`config.mk`:
```
export PLATFORM = sky130hd
export DESIGN_NAME = pong_round_ctrl_flat
export DESIGN_NICKNAME = d
export VERILOG_FILES = /design/src/rtl/pong_round_ctrl_if.sv /design/src/rtl/pong_round_ctrl.sv /design/src/flat_wrapper.sv
export SDC_FILE = /design/constraint.sdc
export NUM_CORES = 1
export LEC_CHECK = 0
export ABC_AREA = 1
export CAP_MARGIN = 15
export CORE_MARGIN = 4
export CORE_UTILIZATION = 60
export CTS_BUF_LIST = sky130_fd_sc_hd__clkbuf_2
export CTS_CLUSTER_DIAMETER = 30
export DETAILED_ROUTE_END_ITERATION = 10
export GPL_ROUTABILITY_DRIVEN = 0
export PLACE_DENSITY = 0.84
export SYNTH_ARGS = -nofsm -noshare
export SYNTH_HDL_FRONTEND = slang
export SYNTH_SLANG_ARGS = --single-unit
```
`constraint.sdc`:
```
create_clock -name clk -period 3.2 [get_ports clk]
set_clock_uncertainty 0.2 [all_clocks]
set_input_delay 0.64 -clock clk [delete_from_list [all_inputs] [get_ports clk]]
set_output_delay 0.64 -clock clk [all_outputs]
set_load 0.005 [all_outputs]
```
`src/rtl/pong_round_ctrl_if.sv`:
```
// Game-sequencer port bundle: per-frame controls in, ball position, scores and status out.
interface pong_round_ctrl_if;
   logic       frame_tick;
   logic       start;
   logic       paddle_hit_x;
   logic       paddle_hit_y;
   logic [9:0] ball_x;
   logic [8:0] ball_y;
   logic [2:0] p1_score;
   logic [2:0] p2_score;
   logic [1:0] winner;
   logic [1:0] state;
   logic       game_over;

   modport master (
      output frame_tick, start, paddle_hit_x, paddle_hit_y,
      input  ball_x, ball_y, p1_score, p2_score, winner, state, game_over
   );

   modport slave (
      input  frame_tick, start, paddle_hit_x, paddle_hit_y,
      output ball_x, ball_y, p1_score, p2_score, winner, state, game_over
   );
endinterface

```
`src/rtl/pong_round_ctrl.sv`:
```
// Per-frame pong sequencer: ball motion, wall/paddle bounces, goals, scores, serve/hold/game-over.
// Optional macro PONG_SPEEDUP_EN: ball step grows (up to 4) every 4th paddle_hit_x within a rally.
module pong_round_ctrl #(
   parameter int WIDTH        = 640,
   parameter int HEIGHT       = 480,
   parameter int BALL_HW      = 10,
   parameter int BALL_HH      = 15,
   parameter int X_INIT       = 320,
   parameter int Y_INIT       = 240,
   parameter int SPEED        = 1,
   parameter int GOAL_TOP     = 200,
   parameter int GOAL_BOT     = 280,
   parameter int SERVE_FRAMES = 60,
   parameter int HOLD_FRAMES  = 90,
   parameter int WIN_SCORE    = 7
) (
   input  logic             clk,
   input  logic             reset,
   pong_round_ctrl_if.slave bus
);
   localparam logic [1:0] S_IDLE  = 2'd0;
   localparam logic [1:0] S_SERVE = 2'd1;
   localparam logic [1:0] S_PLAY  = 2'd2;
   localparam logic [1:0] S_HOLD  = 2'd3;

   localparam int CMAX = (SERVE_FRAMES > HOLD_FRAMES) ? SERVE_FRAMES : HOLD_FRAMES;
   localparam int CW   = $clog2(CMAX);

   localparam logic signed [10:0] X_LO = 11'(BALL_HW);
   localparam logic signed [10:0] X_HI = 11'(WIDTH - 1 - BALL_HW);
   localparam logic signed [9:0]  Y_LO = 10'(BALL_HH);
   localparam logic signed [9:0]  Y_HI = 10'(HEIGHT - 1 - BALL_HH);

   logic [1:0]    st;
   logic          over;
   logic [CW-1:0] cnt;
   logic [9:0]    bx;
   logic [8:0]    by;
   logic [2:0]    p1, p2;
   logic [1:0]    win;
   logic          dx_neg, dy_neg, srv_dx_neg, srv_dy_neg;
   logic [2:0]    step;
   logic          tick, win_reached, hold_done, enter_serve;

   assign tick        = bus.frame_tick;
   assign win_reached = (p1 >= 3'(WIN_SCORE)) || (p2 >= 3'(WIN_SCORE));
   assign hold_done   = (st == S_HOLD) && !over && tick && (cnt == CW'(HOLD_FRAMES - 1));
   // GAME_OVER lives inside S_HOLD, so over alone qualifies start there.
   assign enter_serve = (bus.start && ((st == S_IDLE) || over)) || (hold_done && !win_reached);

`ifdef PONG_SPEEDUP_EN
   logic [2:0] speed;
   logic [1:0] hit_cnt;

   always_ff @(posedge clk or negedge reset) begin
      if (!reset) begin
         speed   <= 3'(SPEED);
         hit_cnt <= 2'd0;
      end else if (enter_serve) begin
         speed   <= 3'(SPEED);
         hit_cnt <= 2'd0;
      end else if ((st == S_PLAY) && tick && bus.paddle_hit_x) begin
         hit_cnt <= hit_cnt + 2'd1;
         if ((hit_cnt == 2'd3) && (speed < 3'd4))
            speed <= speed + 3'd1;
      end
   end

   assign step = speed;
`else
   assign step = 3'(SPEED);
`endif

   // Next-position math, signed and one bit wider than the outputs so edge overshoot never wraps.
   logic               dxp, dyp, dx_new, dy_new, in_win, goal_p1, goal_p2;
   logic signed [10:0] nx;
   logic signed [9:0]  ny;
   logic [9:0]         x_new;
   logic [8:0]         y_new;

   always_comb begin
      dxp    = dx_neg ^ bus.paddle_hit_x;
      dyp    = dy_neg ^ bus.paddle_hit_y;
      ny     = dyp ? ($signed({1'b0, by}) - $signed({7'd0, step}))
                   : ($signed({1'b0, by}) + $signed({7'd0, step}));
      y_new  = ny[8:0];
      dy_new = dyp;
      if (ny <= Y_LO) begin
         y_new  = 9'(BALL_HH);
         dy_new = 1'b0;
      end else if (ny >= Y_HI) begin
         y_new  = 9'(HEIGHT - 1 - BALL_HH);
         dy_new = 1'b1;
      end
      in_win  = (y_new > 9'(GOAL_TOP)) && (y_new < 9'(GOAL_BOT));
      nx      = dxp ? ($signed({1'b0, bx}) - $signed({8'd0, step}))
                    : ($signed({1'b0, bx}) + $signed({8'd0, step}));
      x_new   = nx[9:0];
      dx_new  = dxp;
      goal_p1 = 1'b0;
      goal_p2 = 1'b0;
      if (nx <= X_LO) begin
         x_new   = 10'(BALL_HW);
         dx_new  = 1'b0;
         goal_p2 = in_win;
      end else if (nx >= X_HI) begin
         x_new   = 10'(WIDTH - 1 - BALL_HW);
         dx_new  = 1'b1;
         goal_p1 = in_win;
      end
   end

   always_ff @(posedge clk or negedge reset) begin
      if (!reset) begin
         st         <= S_IDLE;
         over       <= 1'b0;
         cnt        <= '0;
         bx         <= 10'(X_INIT);
         by         <= 9'(Y_INIT);
         p1         <= 3'd0;
         p2         <= 3'd0;
         win        <= 2'd0;
         dx_neg     <= 1'b0;
         dy_neg     <= 1'b0;
         srv_dx_neg <= 1'b0;
         srv_dy_neg <= 1'b0;
      end else if (enter_serve) begin
         st  <= S_SERVE;
         cnt <= '0;
         bx  <= 10'(X_INIT);
         by  <= 9'(Y_INIT);
         if ((st == S_IDLE) || over) begin
            p1   <= 3'd0;
            p2   <= 3'd0;
            win  <= 2'd0;
            over <= 1'b0;
         end
      end else if (tick) begin
         case (st)
            S_SERVE: begin
               if (cnt == CW'(SERVE_FRAMES - 1)) begin
                  st         <= S_PLAY;
                  cnt        <= '0;
                  dx_neg     <= srv_dx_neg;
                  dy_neg     <= srv_dy_neg;
                  srv_dy_neg <= ~srv_dy_neg;
               end else begin
                  cnt <= cnt + 1'b1;
               end
            end
            S_PLAY: begin
               bx     <= x_new;
               by     <= y_new;
               dx_neg <= dx_new;
               dy_neg <= dy_new;
               if (goal_p1 || goal_p2) begin
                  // Next serve heads toward whoever just conceded.
                  srv_dx_neg <= goal_p2;
                  cnt        <= '0;
                  st         <= S_HOLD;
                  win        <= goal_p1 ? 2'd1 : 2'd2;
                  if (goal_p1 && (p1 != 3'd7)) p1 <= p1 + 3'd1;
                  if (goal_p2 && (p2 != 3'd7)) p2 <= p2 + 3'd1;
               end
            end
            S_HOLD: begin
               if (!over) begin
                  if (hold_done) over <= 1'b1;
                  else           cnt  <= cnt + 1'b1;
               end
            end
            default: ;
         endcase
      end
   end

   assign bus.ball_x    = bx;
   assign bus.ball_y    = by;
   assign bus.p1_score  = p1;
   assign bus.p2_score  = p2;
   assign bus.winner    = win;
   assign bus.state     = st;
   assign bus.game_over = over;
endmodule
```
`src/flat_wrapper.sv`:
```
// flat-port wrapper written by rule: the top's interface ports become plain ports
module pong_round_ctrl_flat 
#(
   parameter int WIDTH        = 640,
   parameter int HEIGHT       = 480,
   parameter int BALL_HW      = 10,
   parameter int BALL_HH      = 15,
   parameter int X_INIT       = 320,
   parameter int Y_INIT       = 240,
   parameter int SPEED        = 1,
   parameter int GOAL_TOP     = 200,
   parameter int GOAL_BOT     = 280,
   parameter int SERVE_FRAMES = 60,
   parameter int HOLD_FRAMES  = 90,
   parameter int WIN_SCORE    = 7
)
  (clk, reset, bus_frame_tick, bus_start, bus_paddle_hit_x, bus_paddle_hit_y, bus_ball_x, bus_ball_y, bus_p1_score, bus_p2_score, bus_winner, bus_state, bus_game_over);
  pong_round_ctrl_if bus_i ();
  input  logic clk;
  input  logic reset;
  input wire logic [$bits(bus_i.frame_tick)-1:0] bus_frame_tick;
  input wire logic [$bits(bus_i.start)-1:0] bus_start;
  input wire logic [$bits(bus_i.paddle_hit_x)-1:0] bus_paddle_hit_x;
  input wire logic [$bits(bus_i.paddle_hit_y)-1:0] bus_paddle_hit_y;
  output wire logic [$bits(bus_i.ball_x)-1:0] bus_ball_x;
  output wire logic [$bits(bus_i.ball_y)-1:0] bus_ball_y;
  output wire logic [$bits(bus_i.p1_score)-1:0] bus_p1_score;
  output wire logic [$bits(bus_i.p2_score)-1:0] bus_p2_score;
  output wire logic [$bits(bus_i.winner)-1:0] bus_winner;
  output wire logic [$bits(bus_i.state)-1:0] bus_state;
  output wire logic [$bits(bus_i.game_over)-1:0] bus_game_over;
  assign bus_i.frame_tick = bus_frame_tick;
  assign bus_i.start = bus_start;
  assign bus_i.paddle_hit_x = bus_paddle_hit_x;
  assign bus_i.paddle_hit_y = bus_paddle_hit_y;
  assign bus_ball_x = bus_i.ball_x;
  assign bus_ball_y = bus_i.ball_y;
  assign bus_p1_score = bus_i.p1_score;
  assign bus_p2_score = bus_i.p2_score;
  assign bus_winner = bus_i.winner;
  assign bus_state = bus_i.state;
  assign bus_game_over = bus_i.game_over;
  pong_round_ctrl #(.WIDTH(WIDTH), .HEIGHT(HEIGHT), .BALL_HW(BALL_HW), .BALL_HH(BALL_HH), .X_INIT(X_INIT), .Y_INIT(Y_INIT), .SPEED(SPEED), .GOAL_TOP(GOAL_TOP), .GOAL_BOT(GOAL_BOT), .SERVE_FRAMES(SERVE_FRAMES), .HOLD_FRAMES(HOLD_FRAMES), .WIN_SCORE(WIN_SCORE)) u_core (.clk(clk), .reset(reset), .bus(bus_i));
endmodule
```
==> results.json <==
{
  "clk_pin_slew_ns": 0.27,
  "netlist_top_cells_area": "dfrtp_1 25%, nand2_1 16%, ha_1 10%",
  "status": "complete, but fails checks",
  "antenna_found_initial": 0,
  "grt_overflow_total": 0,
  "hold_ws_ns": 0.0806,
  "fmax_mhz": 299,
  "clockRootBuffer": "clkbuf_2",
  "synth_nets": 553,
  "yosysTopAreaCell": "dfrtp_1",
  "relSlewSlack_pct": 35.7,
  "rows": 27,
  "yosys_warnings": 0,
  "grt_pass1_vias": 3797,
  "worst_setup_path_start_kind": "flop",
  "multi_input_area_sq_um": 2600,
  "syn_inst": 516,
  "worstHoldPathType": "input pin to asynchronous set/reset pin",
  "wl_mm": 12.5,
  "final_antenna_net_count": 0,
  "ff_latch_area_sq_um": 1030,
  "dieArea_sq_um": 7210,
  "fill_cells": 292,
  "clockBufferDepth": 2,
  "drtPass1Iterations": 5,
  "critPathKind": "flop to flop",
  "clock_latency_ns": 0.46,
  "critPathCaptureType": "flop",
  "synth_common_cells": "153 x nand2_1, 69 x inv_1, 49 x nor2_1, 43 x nand3_1, 35 x dfrtp_1",
  "vias": 4270,
  "period_minus_slack_ns": 3.34,
  "synth_cell_types": 41,
  "h-tree-depth": 2,
  "port-buffer-count": 35,
  "die_y_um": 84.9,
  "setup_violations": 21,
  "synth_ff_type": "dfrtp_1",
  "drive_gt1_share_pct": 28.7,
  "fp.dieW_um": 84.9,
  "seq_area_frac_synth_pct": 29.1,
  "area_growth_pct": 38.0,
  "nets": 652,
  "crit_required_ns": 3.34,
  "dp_hpwl_mm": 7.29,
  "avgSynthCellArea_sq_um": 6.88,
  "grt.total_usage_pct": 29.2,
  "initialDrtViolationCount": 452,
  "antenna_cells": 0,
  "yosys.area.top_type_share_pct": 24.7,
  "rsz0062_at_grt": "true",
  "critPathMaxFanout": 7,
  "cts_sinks": 41,
  "synth-seq-cells": 41,
  "worst_slew_pin_slew_ns": 0.965,
  "r2r_setup_slack_ns": -0.14,
  "final.setup.worst_slack_ns": -0.141,
  "syn_area_sq_um": 3550,
  "stdcell_area_sq_um": 4900,
  "drv_slew": 0,
  "dpl-instance-area_sq_um": 4330,
  "wire_per_inst_um": 18.2,
  "grt_max_degree": 42,
  "cts_tree": "built",
  "avgViaCountPerCell": 6.21,
  "crit_arrival_ns": 3.48,
  "drc": 0,
  "synth_edf_count": 0,
  "io_pins": 36,
  "initial_utilization_pct": 63.3,
  "ys_async_sr_fraction_pct": 100,
  "hold_viol": 0,
  "grt_pass1_wl_mm": 17.4,
  "cts_made_buffers": 5,
  "synth_most_common_cell": "nand2_1",
  "maxCapViolCount": 0,
  "finalCritPeriodShare_pct": 104,
  "violations": "setup timing",
  "core_sq_um": 5610
}
[state kept, by name, indices dropped and copies added, names as in the netlist]
name,count
u_core.bus.p1_score,3
u_core.bus.game_over,1
u_core.bus.ball_y,9
u_core.dx_neg,1
u_core.bus.winner,2
u_core.srv_dy_neg,1
u_core.bus.ball_x,10
u_core.bus.state,2
u_core.srv_dx_neg,1
u_core.dy_neg,1
u_core.bus.p2_score,3
u_core.cnt,7
[worst paths after layout]
check,start,cells past startpoint,to
max,u_core.dy_neg$_DFFE_PN0P_,18,u_core.cnt[5]$_DFFE_PN0P_
min,reset,1,u_core.bus.ball_y[3]$_DFFE_PN0P_
max reg2reg,u_core.dy_neg$_DFFE_PN0P_,18,u_core.cnt[5]$_DFFE_PN0P_
min reg2reg,u_core.srv_dy_neg$_DFFE_PN0P_,1,u_core.srv_dy_neg$_DFFE_PN0P_
max in group asynchronous,reset,1,u_core.cnt[5]$_DFFE_PN0P_
min in group clk,u_core.srv_dy_neg$_DFFE_PN0P_,1,u_core.srv_dy_neg$_DFFE_PN0P_
[worst max-delay path, stage by stage, from the launching register on]
cell        delay, ns
dfrtp_2          0.52
xnor2_4          0.25
clkinvlp_4       0.28
ha_4             0.41
nand2_4          0.09
nor2_2           0.10
nand3_2          0.13
nand2_2          0.11
nand2_2          0.08
nand2_4          0.09
nand4_1          0.13
nand2_2          0.10
inv_2            0.04
nor2_4           0.16
o21ai_4          0.10
nand3_4          0.14
nand3_4          0.13
nand2_1          0.09
nand2_1          0.05
[metal layers]
metal	GRT usage, %	part of all wire (%)	up-vias
met5	0	0	-
met4	8.92	7.0	0
met3	4.85	8.1	114
met2	53.2	49	305
met1	35.2	36	1971
li1	-	-	1880
[layout make-up]
cell class / instances / share of cell area [%]
clock inverter: 3 / 0.843
clock buffer: 5 / 0.511
sequential: 41 / 21.1
timing repair inverter: 1 / 0.153
tap: 72 / 1.84
inverter: 79 / 6.26
timing repair buffer: 92 / 16.2
multi-input combinational: 395 / 53.1
[what timing repair did]
action	in CTS	in global routing
setup buffers	0	9
hold buffers	0	0
cloned	1	1
pin swaps	3	47
setup endpoints to repair	25	30
gates resized for setup	16	78
[layout by cell type (no fill, tap or decap), types with 3 or more instances in the layout]
| cell type | instances |
|---|---|
| nand2_1 | 127 |
| inv_1 | 63 |
| buf_4 | 55 |
| nor2_1 | 45 |
| nand3_1 | 34 |
| dfrtp_1 | 34 |
| clkdlybuf4s50_1 | 32 |
| nand2_2 | 25 |
| a21oi_1 | 20 |
| ha_1 | 20 |
| nand4_1 | 16 |
| o21ai_0 | 14 |
| inv_2 | 12 |
| nand2_4 | 12 |
| nand3_2 | 11 |
| ha_4 | 7 |
| nand3_4 | 6 |
| dfstp_2 | 6 |
| nor2_2 | 5 |
| nor2_4 | 5 |
| clkbuf_2 | 5 |
| a21o_1 | 4 |
| inv_4 | 4 |
| o21ai_1 | 3 |
| xnor2_1 | 3 |
| o21bai_1 | 3 |
| a21oi_4 | 3 |
| a31oi_1 | 3 |
[kinds of logic after synthesis]
kind of cell / Yosys count / share of synthesized area [%]
and+or+nand+nor: 291 / 37.9
buffers and inverters: 81 / 8.81
AOI/OAI and AO/OA: 65 / 11.1
DFF: 41 / 29.1
adders and majority gates: 31 / 11.4
xor gates and xnor gates: 7 / 1.73
[through the flow]
stage          util [%]  setup TNS, ns  worst slack, ns  cells
6_report           87.3          -1.91           -0.141    688
5_1_grt            87.3          -4.11           -0.212    688
4_1_cts            80.2              0          0.00324    678
3_5_place_dp       77.2         -16.84           -0.618    669
3_3_place_gp       77.2         -12.94           -0.543    669
2_1_floorplan         -              0           0.0240    516
Power is not shown: default switching activity piles up to over one toggle a cycle in this logic, so the estimate is an artifact.
